<file path="config.mk">
export PLATFORM = sky130hd
export DESIGN_NAME = imem_arbiter
export DESIGN_NICKNAME = d
export VERILOG_FILES = /design/src/rtl/imem_arbiter.sv
export SDC_FILE = /design/constraint.sdc
export NUM_CORES = 1
export LEC_CHECK = 0
export CAP_MARGIN = 10
export CELL_PAD_IN_SITES_DETAIL_PLACEMENT = 1
export CELL_PAD_IN_SITES_GLOBAL_PLACEMENT = 1
export CORE_MARGIN = 1
export CORE_UTILIZATION = 23
export DETAILED_ROUTE_END_ITERATION = 16
export PLACE_DENSITY = 0.93
export SETUP_SLACK_MARGIN = 0.2
export SKIP_LAST_GASP = 1
export SYNTH_ARGS = -nofsm -noshare
export SYNTH_HDL_FRONTEND = slang
export SYNTH_SLANG_ARGS = --single-unit
</file>
<file path="constraint.sdc">
create_clock -name clk -period 3.7 [get_ports clk]
set_clock_uncertainty 0.05 [all_clocks]
set_input_delay 0.37 -clock clk [delete_from_list [all_inputs] [get_ports clk]]
set_output_delay 0.37 -clock clk [all_outputs]
set_load 0.01 [all_outputs]
</file>
<file path="src/rtl/imem_arbiter.sv">
// imem_arbiter: zero-fills the 64-word instruction memory after reset or soft_clear,
// then shares the single memory port between CPU fetch (read) and program loader
// (write) with round-robin arbitration and a request/grant handshake.
module imem_arbiter #(
   parameter int unsigned DEPTH  = 64,
   parameter int unsigned ADDR_W = 6
) (
   input  logic              clk,
   input  logic              rst,
   input  logic              soft_clear,
   input  logic              fetch_req,
   input  logic [31:0]       fetch_pc,
   output logic              fetch_gnt,
   output logic              fetch_valid,
   output logic [31:0]       fetch_instr,
   output logic              fetch_err,
   input  logic              load_req,
   input  logic [31:0]       load_addr,
   input  logic [31:0]       load_data,
   output logic              load_gnt,
   output logic              load_done,
   output logic              load_err,
   output logic              mem_we,
   output logic [ADDR_W-1:0] mem_addr,
   output logic [31:0]       mem_wdata,
   input  logic [31:0]       mem_rdata,
   output logic              init_done
);

   localparam int unsigned DATA_W    = 32;
   localparam logic        GNT_FETCH = 1'b0;
   localparam logic        GNT_LOAD  = 1'b1;

   typedef enum logic {
      ST_CLEAR = 1'b0,
      ST_RUN   = 1'b1
   } state_t;

   state_t            state;
   state_t            next_state;
   logic [ADDR_W-1:0] clr_cnt;
   logic              last_gnt;
   logic              fetch_ok;
   logic              load_ok;

   // Aligned and inside the array; upper bits must be zero so nothing aliases
   assign fetch_ok = (fetch_pc[1:0] == 2'b00) && (fetch_pc[DATA_W-1:ADDR_W+2] == '0);
   assign load_ok  = (load_addr[1:0] == 2'b00) && (load_addr[DATA_W-1:ADDR_W+2] == '0);

   // State register
   always_ff @(posedge clk or negedge rst) begin
      if (!rst) begin
         state <= ST_CLEAR;
      end else begin
         state <= next_state;
      end
   end

   // Next-state: clear runs to the last word, soft_clear restarts it from RUN
   always_comb begin
      next_state = state;
      case (state)
         ST_CLEAR: if (clr_cnt == ADDR_W'(DEPTH - 1)) next_state = ST_RUN;
         ST_RUN:   if (soft_clear) next_state = ST_CLEAR;
         default:  next_state = ST_CLEAR;
      endcase
   end

   // Port mux and round-robin grant; no grants during clear or on a soft_clear cycle
   always_comb begin
      fetch_gnt = 1'b0;
      load_gnt  = 1'b0;
      mem_we    = 1'b0;
      mem_addr  = '0;
      mem_wdata = '0;
      if (state == ST_CLEAR) begin
         mem_we   = 1'b1;
         mem_addr = clr_cnt;
      end else if (!soft_clear) begin
         if (fetch_req && (!load_req || (last_gnt == GNT_LOAD))) begin
            fetch_gnt = 1'b1;
         end else if (load_req) begin
            load_gnt = 1'b1;
         end
         if (fetch_gnt) begin
            mem_addr = fetch_pc[ADDR_W+1:2];
         end else if (load_gnt) begin
            mem_addr  = load_addr[ADDR_W+1:2];
            mem_wdata = load_data;
            mem_we    = load_ok;
         end
      end
   end

   // Clear counter runs only in CLEAR; last_gnt remembers the most recent winner
   always_ff @(posedge clk or negedge rst) begin
      if (!rst) begin
         clr_cnt  <= '0;
         last_gnt <= GNT_LOAD;
      end else begin
         if (state == ST_CLEAR) begin
            clr_cnt <= clr_cnt + ADDR_W'(1);
         end else begin
            clr_cnt <= '0;
         end
         if (fetch_gnt) begin
            last_gnt <= GNT_FETCH;
         end else if (load_gnt) begin
            last_gnt <= GNT_LOAD;
         end
      end
   end

   // Registered responses, one cycle after the grant
   always_ff @(posedge clk or negedge rst) begin
      if (!rst) begin
         fetch_valid <= 1'b0;
         fetch_instr <= '0;
         fetch_err   <= 1'b0;
         load_done   <= 1'b0;
         load_err    <= 1'b0;
         init_done   <= 1'b0;
      end else begin
         fetch_valid <= fetch_gnt;
         fetch_err   <= fetch_gnt & ~fetch_ok;
         if (fetch_gnt) begin
            fetch_instr <= fetch_ok ? mem_rdata : '0;
         end
         load_done <= load_gnt;
         load_err  <= load_gnt & ~load_ok;
         init_done <= (next_state == ST_RUN);
      end
   end

endmodule

</file>
==> flow_metrics.env <==
export IMPL_finalMaxSlewViolations=0
export IMPL_routed_wl_um=10200
export IMPL_crit_buf_inv=3
export IMPL_met2_usage=0.355
export IMPL_power_share_sequential=0.410
export IMPL_antenna_cells=0
export IMPL_crit_top_cell="clkdlybuf4s50_1"
export IMPL_intPower_mw=0.967
export IMPL_initial_utilization=0.236
export IMPL_cts_path_max_buffers=2
export IMPL_cts_tree="yes"
export IMPL_p_sw_frac=0.306
export IMPL_area_growth_pct=94.3
export IMPL_fillers=1190
export IMPL_grtUsageTotal=0.187
export IMPL_syn_area_per_cell_um2=9.38
export IMPL_ff2ff_setup_slack_ps=1830
export IMPL_die_x_um=105
export IMPL_synth_area_um2=2420
export IMPL_combPwrFrac=0.368
export IMPL_finalCriticalPeriod_ps=2850
export IMPL_placedCellCount=586
export IMPL_wl_per_cell_um=17.2
export IMPL_clock_sinks=44
export IMPL_reg2reg_to="fetch_instr[5]$_DFFE_PN0P_"
export IMPL_switchingPower_mw=0.427
export IMPL_power_density_nw_per_um2=296
export IMPL_hold_ws_ps=205
export IMPL_top_usage_layer="met2"
export IMPL_gp_congestion=0.769
export IMPL_status="finished, final reports clean"
export IMPL_yosysSeqAreaShare=0.455
export IMPL_ys_ff_latch=44
export IMPL_period_share=0.769
export IMPL_vias=2886
export IMPL_nets=591
export IMPL_crit_path_end_kind="output pin"
export IMPL_grtUsageMet3=0.0405
export IMPL_min_path_type="primary input to asynchronous set/reset pin"
export IMPL_ys_types=32
export IMPL_cts_made_buffers=5
export IMPL_syn_nets=392
export IMPL_finalSetupTns_ps=0
export IMPL_core_area_um2=10300
export IMPL_tightest_slew_ps=1010
export IMPL_use_met1=0.210
export IMPL_ys_warn_count=0
export IMPL_syn_inst=258
export IMPL_regArea_um2=1100
export IMPL_slew_headroom=0.327
export IMPL_insertion_delay_ps=290
export IMPL_multiInputGateArea_um2=1190
export IMPL_antenna_found_initial=0
export IMPL_h_tree_depth=2
export IMPL_dp_hpwl_um=8060
export IMPL_io_pins=211
export IMPL_fmax_ghz=0.351
export IMPL_vias_per_cell=4.86
export IMPL_root_buffer="clkbuf_8"
export IMPL_io_buffer_count=210
export IMPL_antenna_left=0
export IMPL_route_detailed_drc=0
export IMPL_hold_viol=0
export IMPL_crit_family="buffers and inverters"
export IMPL_path_class="primary input to output pin"
export IMPL_grt_pass1_vias=3203
export IMPL_peakVddDrop_uv=125
export IMPL_grt_pass1_wl_um=16300
export IMPL_pre_cts_ws_ps=829
export IMPL_rr_worst_depth=5
export IMPL_postCtsSetupRepairBufs=0
export IMPL_crit_chain="clkdlybuf4s50_1, and4b_1, buf_4, a221o_1, clkdlybuf4s50_1"
export IMPL_drive_gt1_frac=0.0480
export IMPL_drtIter0Drc=112
export IMPL_arrival_ps=2430
export IMPL_hold_buffers=0
export IMPL_critPathRequiredTime_ps=3280
export IMPL_cts_resized=0
export IMPL_power_total_mw=1.39
export IMPL_grt_max_degree=45
export IMPL_fp_row_count=37
export IMPL_cap_violations=0
export IMPL_dr_pass1_iters=4
export IMPL_design_area_um2=4700
export IMPL_rsz0062_at_grt="false"
export IMPL_fin_util=0.458
export IMPL_fin_ws_ps=855
export IMPL_leakage_nw=1.79
export IMPL_gr_total_overflow=0
export IMPL_stdcell_count=594
export IMPL_critPathSlowestCell="clkdlybuf4s50_1"
export IMPL_reg2reg_from="init_done$_DFF_PN0_"
export IMPL_setup_viol=0
export IMPL_slowest_delay_ps=560
export IMPL_die_y_um=105
export IMPL_clkSlewWorstSetupHoldPaths_ps=80
export IMPL_cp_max_fo=32
export IMPL_placed_area_um2=4610
export IMPL_pwr_share_clk=0.222
export IMPL_start_kind="primary input"
export IMPL_dieArea_um2=10900
## power by group through the flow
stage | logic, mW | clock network, mW | registers, mW
2_1_floorplan | 0.218 | 0 | 0.570
3_3_place_gp | 0.492 | 0 | 0.577
3_5_place_dp | 0.515 | 0 | 0.581
4_1_cts | 0.517 | 0.328 | 0.572
5_1_grt | 0.553 | 0.343 | 0.579
6_report | 0.513 | 0.309 | 0.571
## cells in the mapped netlist
cell type  instances  share of area
a2bb2oi_1          1         0.0036
ha_1               1         0.0052
and4b_1            1         0.0041
clkbuf_2           1         0.0021
buf_6              3          0.014
nand3b_1           1         0.0031
nand4_1            1         0.0026
clkbuf_1          12          0.019
nor4_1             9          0.023
o41ai_1            1         0.0036
and2_1            32          0.083
nand2_1            4         0.0062
buf_2              9          0.019
xnor2_1            1         0.0036
nor4_2             3          0.016
nand3_1           37          0.076
o21ai_0           33          0.068
a21oi_1            1         0.0021
dfstp_2            1          0.011
or3_1              1         0.0026
o31ai_1           33           0.10
and2b_1            3         0.0093
o21a_1             2         0.0062
nor2b_1            5          0.013
nand4_2            1         0.0052
nand2b_1           2         0.0052
a221o_1            6          0.025
nor2_2             1         0.0026
nor2_1             6         0.0093
and3b_1            1         0.0036
xor2_1             2         0.0072
dfrtp_1           43           0.44
## cells by family (layout without fill, tap and decap cells)
logic type,after synthesis,after routing,share of synthesized area
buffers and inverters,25,225,0.0532
DFF,44,44,0.455
and+or+nand+nor,108,108,0.265
AOI/OAI and AO/OA,77,77,0.211
adders and majority gates,1,1,0.00517
xor gates and xnor gates,3,3,0.0109
## worst max path at each step
stage                    startpoint          end  cells after the start
2_1_floorplan  last_gnt$_DFFE_PN1P_  mem_addr[0]                      3
3_3_place_gp               load_req  mem_addr[3]                      5
3_5_place_dp               load_req  mem_addr[3]                      5
4_1_cts                    load_req  mem_addr[3]                      5
5_1_grt                    load_req  mem_addr[2]                      5
6_report                   load_req  mem_addr[3]                      5
## registers in the layout, summed over array words and instances (netlist names)
| register | cells |
|---|---|
| last_gnt | 1 |
| load_done | 1 |
| init_done | 1 |
| fetch_valid | 1 |
| clr_cnt | 6 |
| fetch_instr | 32 |
| load_err | 1 |
| fetch_err | 1 |
## cells in the final DEF, fill, tap and decap left out
| cell type | netlist | final |
|---|---|---|
| or3_1 | 1 | 1 |
| nand4_2 | 1 | 1 |
| ha_1 | 1 | 1 |
| and3b_1 | 1 | 1 |
| o21a_1 | 2 | 2 |
| o21ai_0 | 33 | 33 |
| buf_2 | 9 | 1 |
| nand3b_1 | 1 | 1 |
| a221o_1 | 6 | 6 |
| nand3_1 | 37 | 37 |
| nor2b_1 | 5 | 5 |
| and2_1 | 32 | 32 |
| xnor2_1 | 1 | 1 |
| xor2_1 | 2 | 2 |
| nand2_1 | 4 | 4 |
| nor2_1 | 6 | 6 |
| clkinv_2 | 0 | 2 |
| buf_4 | 0 | 7 |
| o41ai_1 | 1 | 1 |
| nand4_1 | 1 | 1 |
| dfstp_2 | 1 | 1 |
| dfrtp_1 | 43 | 43 |
| nor4_2 | 3 | 3 |
| a21oi_1 | 1 | 1 |
| clkdlybuf4s50_1 | 0 | 209 |
| o31ai_1 | 33 | 33 |
| nor4_1 | 9 | 9 |
| nand2b_1 | 2 | 2 |
| a2bb2oi_1 | 1 | 1 |
| and4b_1 | 1 | 1 |
| and2b_1 | 3 | 3 |
| nor2_2 | 1 | 1 |
| clkbuf_8 | 0 | 6 |
## routing by layer
metal	up-vias	part of all wire
met1	1407	0.39
met5	-	0
met2	120	0.53
li1	1343	-
met4	0	0.019
met3	16	0.055
## final cells by class
class                           count  share of cell area
Multi-Input combinational cell    189               0.253
Clock buffer                        6              0.0176
Timing Repair Buffer              217               0.457
Tap cell                          136              0.0362
Clock inverter                      2             0.00213
Sequential cell                    44               0.234
(Power assumes the default switching activity.)
